==> config.mk <==
export PLATFORM = sky130hd
export DESIGN_NAME = fetch_stage
export DESIGN_NICKNAME = d
export VERILOG_FILES = /design/src/rtl/fetch_stage.sv
export SDC_FILE = /design/constraint.sdc
export NUM_CORES = 1
export LEC_CHECK = 0
export ABC_CLOCK_PERIOD_IN_PS = 5700
export BUFFER_PORTS_ARGS = -buffer_cell sky130_fd_sc_hd__buf_2
export CAP_MARGIN = 20
export CORE_MARGIN = 2
export CORE_UTILIZATION = 50
export CTS_BUF_LIST = sky130_fd_sc_hd__clkbuf_16
export DETAILED_ROUTE_END_ITERATION = 8
export PLACE_DENSITY = 0.84
export SLEW_MARGIN = 25
export SYNTH_ARGS = -nofsm -noshare
export SYNTH_HDL_FRONTEND = slang
export SYNTH_SLANG_ARGS = --single-unit
export TNS_END_PERCENT = 100
==> constraint.sdc <==
create_clock -name clk -period 5.7 [get_ports clk]
set_clock_uncertainty 0.15 [all_clocks]
set_input_delay 0 -clock clk [delete_from_list [all_inputs] [get_ports clk]]
set_output_delay 0 -clock clk [all_outputs]
set_load 0.03 [all_outputs]
==> src/rtl/fetch_stage.sv <==
// fetch_stage: single-outstanding instruction fetch stage with an IF/ID register.
//
// Ports:
//   clk, rst_n            clock, asynchronous active-low reset
//   stall                 hazard hold; freezes IF/ID and PC advance
//   branch_taken          redirect request from downstream
//   branch_target[31:0]   redirect PC (bits [1:0] forced to 00)
//   imem_req/imem_addr    instruction memory request (addr is always the PC)
//   imem_gnt              request accepted this cycle
//   imem_rvalid/rdata     instruction response
//   if_id_pc/instr/valid  IF/ID register contents
//   opcode[6:0]           instr[6:0] of a valid entry, 0 for a bubble
//
// Optional feature (macro FETCH_PERF_CNT_EN):
//   perf_fetched[31:0]    count of valid IF/ID loads
//   perf_bubbles[31:0]    count of cycles with an empty, unstalled IF/ID
//
// State table:
//   REQ  | request issued at current PC, waiting for grant
//   WAIT | granted, waiting for the response word
//   HOLD | response arrived during stall; word parked in hold buffer
//   DROP | redirected while a response is in flight; discard it
module fetch_stage #(
  parameter logic [31:0] RESET_PC = 32'h0000_0000
) (
  input  logic        clk,
  input  logic        rst_n,
  input  logic        stall,
  input  logic        branch_taken,
  input  logic [31:0] branch_target,
  output logic        imem_req,
  output logic [31:0] imem_addr,
  input  logic        imem_gnt,
  input  logic        imem_rvalid,
  input  logic [31:0] imem_rdata,
  output logic [31:0] if_id_pc,
  output logic [31:0] if_id_instr,
  output logic        if_id_valid,
`ifdef FETCH_PERF_CNT_EN
  output logic [31:0] perf_fetched,
  output logic [31:0] perf_bubbles,
`endif
  output logic [6:0]  opcode
);

  typedef enum logic [1:0] {
    S_REQ  = 2'd0,
    S_WAIT = 2'd1,
    S_HOLD = 2'd2,
    S_DROP = 2'd3
  } state_t;

  state_t      state_q, state_d;
  logic [31:0] pc_q, pc_d;
  logic [31:0] hold_pc_q, hold_pc_d;
  logic [31:0] hold_instr_q, hold_instr_d;
  logic [31:0] if_id_pc_q, if_id_pc_d;
  logic [31:0] if_id_instr_q, if_id_instr_d;
  logic        if_id_valid_q, if_id_valid_d;

  logic        deliver;
  logic [31:0] del_pc;
  logic [31:0] del_instr;
  logic [31:0] target_aligned;

  assign target_aligned = {branch_target[31:2], 2'b00};

  always_comb begin
    state_d      = state_q;
    pc_d         = pc_q;
    hold_pc_d    = hold_pc_q;
    hold_instr_d = hold_instr_q;
    deliver      = 1'b0;
    del_pc       = pc_q;
    del_instr    = imem_rdata;

    case (state_q)
      S_REQ: begin
        if (imem_gnt) begin
          if (branch_taken) begin
            pc_d    = target_aligned;
            state_d = S_DROP;
          end else begin
            state_d = S_WAIT;
          end
        end else if (branch_taken) begin
          pc_d = target_aligned;
        end
      end
      S_WAIT: begin
        if (imem_rvalid) begin
          if (branch_taken) begin
            pc_d    = target_aligned;
            state_d = S_REQ;
          end else if (stall) begin
            hold_pc_d    = pc_q;
            hold_instr_d = imem_rdata;
            state_d      = S_HOLD;
          end else begin
            deliver = 1'b1;
            pc_d    = pc_q + 32'd4;
            state_d = S_REQ;
          end
        end else if (branch_taken) begin
          // Response still in flight: it must be swallowed in DROP.
          pc_d    = target_aligned;
          state_d = S_DROP;
        end
      end
      S_HOLD: begin
        if (branch_taken) begin
          pc_d    = target_aligned;
          state_d = S_REQ;
        end else if (!stall) begin
          deliver   = 1'b1;
          del_pc    = hold_pc_q;
          del_instr = hold_instr_q;
          pc_d      = pc_q + 32'd4;
          state_d   = S_REQ;
        end
      end
      S_DROP: begin
        if (branch_taken) begin
          pc_d = target_aligned;
        end
        if (imem_rvalid) begin
          state_d = S_REQ;
        end
      end
      default: state_d = S_REQ;
    endcase
  end

  // IF/ID: flush beats stall, stall beats delivery, otherwise a bubble.
  always_comb begin
    if_id_pc_d    = if_id_pc_q;
    if_id_instr_d = if_id_instr_q;
    if_id_valid_d = 1'b0;
    if (branch_taken) begin
      if_id_valid_d = 1'b0;
    end else if (stall) begin
      if_id_valid_d = if_id_valid_q;
    end else if (deliver) begin
      if_id_pc_d    = del_pc;
      if_id_instr_d = del_instr;
      if_id_valid_d = 1'b1;
    end
  end

  always_ff @(posedge clk or negedge rst_n) begin
    if (!rst_n) begin
      state_q       <= S_REQ;
      pc_q          <= RESET_PC;
      hold_pc_q     <= 32'd0;
      hold_instr_q  <= 32'd0;
      if_id_pc_q    <= 32'd0;
      if_id_instr_q <= 32'd0;
      if_id_valid_q <= 1'b0;
    end else begin
      state_q       <= state_d;
      pc_q          <= pc_d;
      hold_pc_q     <= hold_pc_d;
      hold_instr_q  <= hold_instr_d;
      if_id_pc_q    <= if_id_pc_d;
      if_id_instr_q <= if_id_instr_d;
      if_id_valid_q <= if_id_valid_d;
    end
  end

  assign imem_req    = (state_q == S_REQ);
  assign imem_addr   = pc_q;
  assign if_id_pc    = if_id_pc_q;
  assign if_id_instr = if_id_instr_q;
  assign if_id_valid = if_id_valid_q;
  assign opcode      = if_id_valid_q ? if_id_instr_q[6:0] : 7'b0000000;

`ifdef FETCH_PERF_CNT_EN
  logic [31:0] perf_fetched_q, perf_fetched_d;
  logic [31:0] perf_bubbles_q, perf_bubbles_d;

  always_comb begin
    perf_fetched_d = perf_fetched_q;
    perf_bubbles_d = perf_bubbles_q;
    if (if_id_valid_d && !if_id_valid_q) begin
      perf_fetched_d = perf_fetched_q + 32'd1;
    end else if (deliver && !branch_taken && !stall) begin
      perf_fetched_d = perf_fetched_q + 32'd1;
    end
    if (!if_id_valid_q && !stall) begin
      perf_bubbles_d = perf_bubbles_q + 32'd1;
    end
  end

  always_ff @(posedge clk or negedge rst_n) begin
    if (!rst_n) begin
      perf_fetched_q <= 32'd0;
      perf_bubbles_q <= 32'd0;
    end else begin
      perf_fetched_q <= perf_fetched_d;
      perf_bubbles_q <= perf_bubbles_d;
    end
  end

  assign perf_fetched = perf_fetched_q;
  assign perf_bubbles = perf_bubbles_q;
`endif

endmodule

==> flow_summary.ini, run 1 <==
[synthesis]
synthArstFlopShare_pct = 100
syn-num-nets = 770
syn_avg_cell_area_um2 = 11.1
synth_cell_types = 52
syn_area_mm2 = 0.00769
synth_edf_count = 0
synth_warnings = 0
ys_seq_area_share_pct = 53.0
synth_top_flop_cell = dfrtp_1
ys_ff_latch = 163
synthCells = 695

[sta]
slew_headroom_pct = 31.2
tns_ps = 0
rsz0062_at_grt = false
finalSetupViolCount = 0
timing.final.crit_share_pct = 61.8
slew_viol_final = 0
hold_viol = 0
tightest_slew_ps = 1030
fmax_mhz = 284
fin_crit_ps = 3520

[global_routing]
grtUsageTotal_pct = 24.3
grt-ovfl-total = 0
first_global_vias = 6150
grt_pass1_wl_mm = 31.1
grt_max_degree = 101
antenna_found_initial = 0

[drt]
antenna_left = 0
vias = 6223
drt-total-wl_mm = 19.5
drt_iter0_drc = 447
wl_per_cell_um = 17.5
drt-met1-wl_mm = 8.49
avgViaCountPerCell = 5.60
maxUsedRoutingLayer = met4
drt_pass1_iterations = 6
wl_met2_mm = 9.60
drc = 0
wl_met3_um = 969

[die]
ios = 175
fp.dieH_um = 128
design.core.area_mm2 = 0.0151
start_util_pct = 50.8
die_area_mm2 = 0.0164
std_cell_rows = 45
die_w_um = 128

[critical_path]
crit_required_ps = 5860
critical_path.endpoint_type = register
rr_startpoint = state_q[0]$_DFFE_PN0P_
r2r-end = state_q[0]$_DFFE_PN0P_
r2r_slack_ps = 2180
cp-startpoint = state_q[0]$_DFFE_PN0P_
critPathMaxFanout = 57
reg2reg_depth = 7
cp.arrival_ps = 3690
setup.worst_path.end = state_q[0]$_DFFE_PN0P_
start_kind = register
worstSetupPathType = register to register

[placed_design]
dp_hpwl_mm = 11.9
port_buffers = 172
post_dp_cell_area_mm2 = 0.00867
gp_congestion = 0.882
placed_cells = 1010

[cts]
hold_buffers = 69
cts.repair.resized = 0
clock_path_buffers = 2
cts_root_buf = clkbuf_16
clock-sinks = 163
htreeDepth = 4
cts_tree = yes
clock_latency_ps = 430
clkTransAtPathRegs_ps = 60
cts_buffers = 17
postCtsSetupBuffers = 0

[final_layout]
final_cells = 1112
finalNetCount = 986
fin_area_mm2 = 0.00995
diodes = 0
area_growth_pct = 29.3
drive_gt1_share_pct = 31.4
final_cell_mix = 171 x buf_2, 163 x dfrtp_1, 87 x nand2_1, 80 x o21ai_0, 77 x mux2i_1
final_common_cell = buf_2

[run]
max_cap_viol_count = 0

[run_status]
status = completed

[power_and_ir_drop]
cellLeakagePower_nw = 4.65
vdd_drop_max_v = 0.000355
powerDensity_mw_per_mm2 = 554

[min_path]
min_path_type = primary input to register
synthesized netlist by cell type (4+ instances only):
library cell / count / area (um2)
ha_1: 5 / 62.6
a31oi_1: 7 / 43.8
a311oi_1: 4 / 35.0
o21ai_0: 80 / 400
and4_1: 5 / 43.8
buf_1: 11 / 41.3
nor2_1: 23 / 86.3
dfrtp_1: 163 / 4080
inv_1: 9 / 33.8
nand2_1: 87 / 327
nand3_1: 11 / 55.1
clkbuf_1: 26 / 97.6
mux2_1: 5 / 56.3
nor4_1: 5 / 31.3
and2_1: 7 / 43.8
a21oi_1: 10 / 50.1
nand4_1: 12 / 75.1
buf_2: 13 / 65.1
nor3_1: 6 / 30.0
mux2i_1: 78 / 781
o22ai_1: 11 / 68.8
mux2_2: 71 / 800
worst max-delay path: stages (launching register included):
cell	delay [ps]
dfrtp_1	400
inv_1	140
ha_4	300
buf_4	820
a221oi_1	220
dlygate4sd3_1	640
mux2i_1	120
dlygate4sd3_1	560
power by group:
group	leakage, nW	switching (mW)	total [mW]	internal (mW)
combinational	2.29	1.46	2.30	0.847
sequential	2.09	0.422	2.09	1.67
clock	0.277	0.471	1.11	0.639
total	4.65	2.35	5.51	3.16
sequential cells by signal (all words and copies together) (netlist names):
register	count
imem_addr	32
hold_instr_q	32
if_id_valid	1
if_id_pc	32
state_q	2
hold_pc_q	32
if_id_instr	32
cell families (layout without fill, tap and decap cells):
kind of cell             count (synthesis)  in the layout  share of synthesized area [%]
AO/OA/AOI/OAI                          136            136                           10.5
flip-flops                             163            163                           53.0
adder cells (fa/ha/maj)                  5              5                          0.813
AND/OR/NAND/NOR                        178            178                           11.3
buffers and inverters                   59            288                           3.09
multiplexers                           154            154                           21.3
through the flow:
| stage | utilization, % | power [mW] | setup slack [ps] | hold slack (ps) |
|---|---|---|---|---|
| 2_1_floorplan | - | 3.63 | 3500 | -446 |
| 3_3_place_gp | 57.3 | 4.23 | 2630 | 14.7 |
| 3_5_place_dp | 57.3 | 4.33 | 2620 | 10.5 |
| 4_1_cts | 65.6 | 5.51 | 2170 | 12.3 |
| 5_1_grt | 65.7 | 5.84 | 2050 | 50.5 |
| 6_report | 65.7 | 5.51 | 2180 | 28.7 |
worst min-delay path by stage:
stage / from / slack, ps / depth (start not counted) / endpoint
detailed placement: rst_n / 10 / 1 / if_id_instr[7]$_DFFE_PN0P_
CTS: imem_rvalid / 10 / 4 / state_q[1]$_DFFE_PN0P_
global placement: rst_n / 10 / 1 / if_id_instr[7]$_DFFE_PN0P_
global route: branch_taken / 50 / 3 / imem_addr[0]$_DFF_PN0_
finish: imem_rvalid / 30 / 4 / state_q[1]$_DFFE_PN0P_
floorplan: rst_n / -450 / 0 / hold_instr_q[0]$_DFFE_PN0P_
area by class of cell:
cell class	count	area (um2)
clock buffers	17	425
clock inverters	15	140
fillers	1137	5200
inverters	9	33.8
multi-input cells	473	3420
flip-flops and latches	163	4080
well taps	188	235
repair buffers	247	1620
per-layer routing:
metal	up-vias	GRT usage (%)
met1	3044	31.8
met3	30	5.05
met4	0	9.50
met5	-	0
li1	2936	-
met2	213	39.9
No activity file was read; power rests on OpenSTA's default activity.
==> run 2: changes to the inputs <==
ABC_CLOCK_PERIOD_IN_PS = 3070   (was 5700)
CORE_UTILIZATION = 49   (was 50)
PLACE_DENSITY = 0.85   (was 0.84)
clock period = 3.07 ns   (was 5.7 ns; I/O delays follow)
==> run 2 against run 1 <==
Compared with the run above: combinational power is 88% higher; hold slack worse by 9.5 ps; largest power group unchanged; die area is 2.0% higher; setup slack worse by 1800 ps; clock power is 78% higher; via count is 3.9% higher; power is 86% higher; maximum frequency is 33% higher; cell count is 2.8% higher; core utilization is 0.081 points higher; largest cell class unchanged.
==> flow_summary.ini, run 2 (synthesis gave the netlist of run 1 again) <==
[cts]
cts_buffers = 17
clock_latency_ps = 420
clock-sinks = 163
postCtsSetupBuffers = 0
cts_root_buf = clkbuf_16
cts.repair.resized = 0
cts_tree = yes
clkTransAtPathRegs_ps = 60
htreeDepth = 4
clock_path_buffers = 2

[sta]
timing.final.crit_share_pct = 86.3
hold_viol = 0
finalSetupViolCount = 0
slew_viol_final = 0
fin_crit_ps = 2650
tns_ps = 0
fmax_mhz = 378
slew_headroom_pct = 52.1
tightest_slew_ps = 719
rsz0062_at_grt = false

[global_routing]
grt-ovfl-total = 0
first_global_vias = 6411
grt_max_degree = 78
grt_pass1_wl_mm = 31.9
grtUsageTotal_pct = 24.4
antenna_found_initial = 1

[placed_design]
dp_hpwl_mm = 12.9
gp_congestion = 0.842
placed_cells = 1044
port_buffers = 172

[power_and_ir_drop]
power_frac_comb_pct = 42.3
vdd_drop_max_v = 0.000600
p_seq_share_pct = 38.3
cellLeakagePower_nw = 4.69
powerDensity_mw_per_mm2 = 1020
clkPwrFrac_pct = 19.3
intPower_mw = 5.81
power_switching_share_pct = 43.1
p_switching_mw = 4.41

[critical_path]
worstSetupPathType = register to register
critical_path.endpoint_type = register
path_buf_inv = 3
critPathMaxFanout = 11
start_kind = register
cp_slowest_stage_delay_ps = 530
crit_chain = inv_1 -> ha_1 -> mux2i_1 -> buf_4 -> o21ai_0 -> o311ai_0 -> o221a_2 -> dlygate4sd3_1
cp.arrival_ps = 2860
crit_required_ps = 3280
cp_slowest_cell = dlygate4sd3_1
path_delay_family = buffers and inverters

[drt]
drt_iter0_drc = 493
drt-total-wl_mm = 19.9
avgViaCountPerCell = 5.66
vias = 6468
drc = 0
wl_per_cell_um = 17.4
antenna_left = 0
drt_pass1_iterations = 6

[final_layout]
final_common_cell = buf_2
final_cells = 1143
final_cell_mix = 171 x buf_2, 163 x dfrtp_1, 87 x nand2_1, 80 x o21ai_0, 77 x mux2i_1
drive_gt1_share_pct = 32.2
area_growth_pct = 30.4
finalNetCount = 994

[die]
start_util_pct = 50.4
std_cell_rows = 45
design.core.area_mm2 = 0.0153
fp.dieH_um = 129
die_area_mm2 = 0.0167
ios = 175
die_w_um = 129

[run_status]
status = completed

[min_path]
min_path_type = primary input to asynchronous set/reset pin

[run]
max_cap_viol_count = 0
## run 2: layout make-up
cell class                 instances  area (um2)
inverter                           9        33.8
clock inverter                    14         115
fill                            1143        5220
sequential                       163        4080
clock buffer                      17         425
tap                              211         264
timing repair buffer             255        1700
antenna                            1        2.50
multi-input combinational        473        3420
## run 2: worst paths after layout
check                                            start                     endpoint  slack (ps)  depth (start not counted)
setup / recovery                state_q[1]$_DFFE_PN0P_       imem_addr[2]$_DFF_PN0_         420                          8
hold / removal                                   rst_n    hold_pc_q[28]$_DFFE_PN0P_          20                          2
setup reg to reg                state_q[1]$_DFFE_PN0P_       imem_addr[2]$_DFF_PN0_         420                          8
hold reg to reg            if_id_instr[29]$_DFFE_PN0P_  if_id_instr[29]$_DFFE_PN0P_         320                          2
max in group asynchronous                        rst_n     if_id_pc[11]$_DFFE_PN0P_        1880                          3
min in group clk                          branch_taken      imem_addr[23]$_DFF_PN0_          60                          3
## run 2: repair_timing
item	CTS	global route
endpoints found under the setup margin	0	0
endpoints found under the hold margin	182	0
hold buffers	67	0
## run 2: worst register-to-register path, cell delays in order (launching register included)
cell           delay [ps]
dfrtp_1               430
inv_1                 100
ha_1                  420
mux2i_1               310
buf_4                 230
o21ai_0                90
o311ai_0              110
o221a_2               230
dlygate4sd3_1         530
## run 2: stage by stage
stage | hold slack, ps | total power, mW | utilization (%) | setup slack (ps) | instance area [um2]
floorplan | -446 | 6.74 | - | 865 | 7690
global placement | -78.2 | 7.96 | 57.8 | 711 | 8820
detailed placement | -78.5 | 8.13 | 57.8 | 659 | 8820
CTS | 39.8 | 10.2 | 65.7 | 449 | 10000
global route | 75.5 | 10.8 | 65.8 | 289 | 10000
finish | 19.2 | 10.2 | 65.8 | 422 | 10000
## run 2: power groups by stage
| stage | Combinational [mW] | Sequential [mW] | Clock [mW] |
|---|---|---|---|
| 5_1_grt | 4.66 | 4.04 | 2.09 |
| 2_1_floorplan | 1.97 | 4.77 | 0 |
| 6_report | 4.33 | 3.92 | 1.98 |
| 3_3_place_gp | 4.11 | 3.85 | 0 |
| 3_5_place_dp | 4.21 | 3.92 | 0 |
| 4_1_cts | 4.31 | 3.89 | 1.99 |
## run 2: per-layer routing
| layer | up-vias | wire length [um] | track usage [%] | share of wire, % |
|---|---|---|---|---|
| li1 | 2969 | - | - | - |
| met1 | 3159 | 8350 | 30.8 | 42 |
| met2 | 286 | 9700 | 40.8 | 49 |
| met3 | 54 | 1290 | 5.49 | 6.5 |
| met4 | 0 | 569 | 9.97 | 2.9 |
| met5 | - | 0 | 0 | 0 |
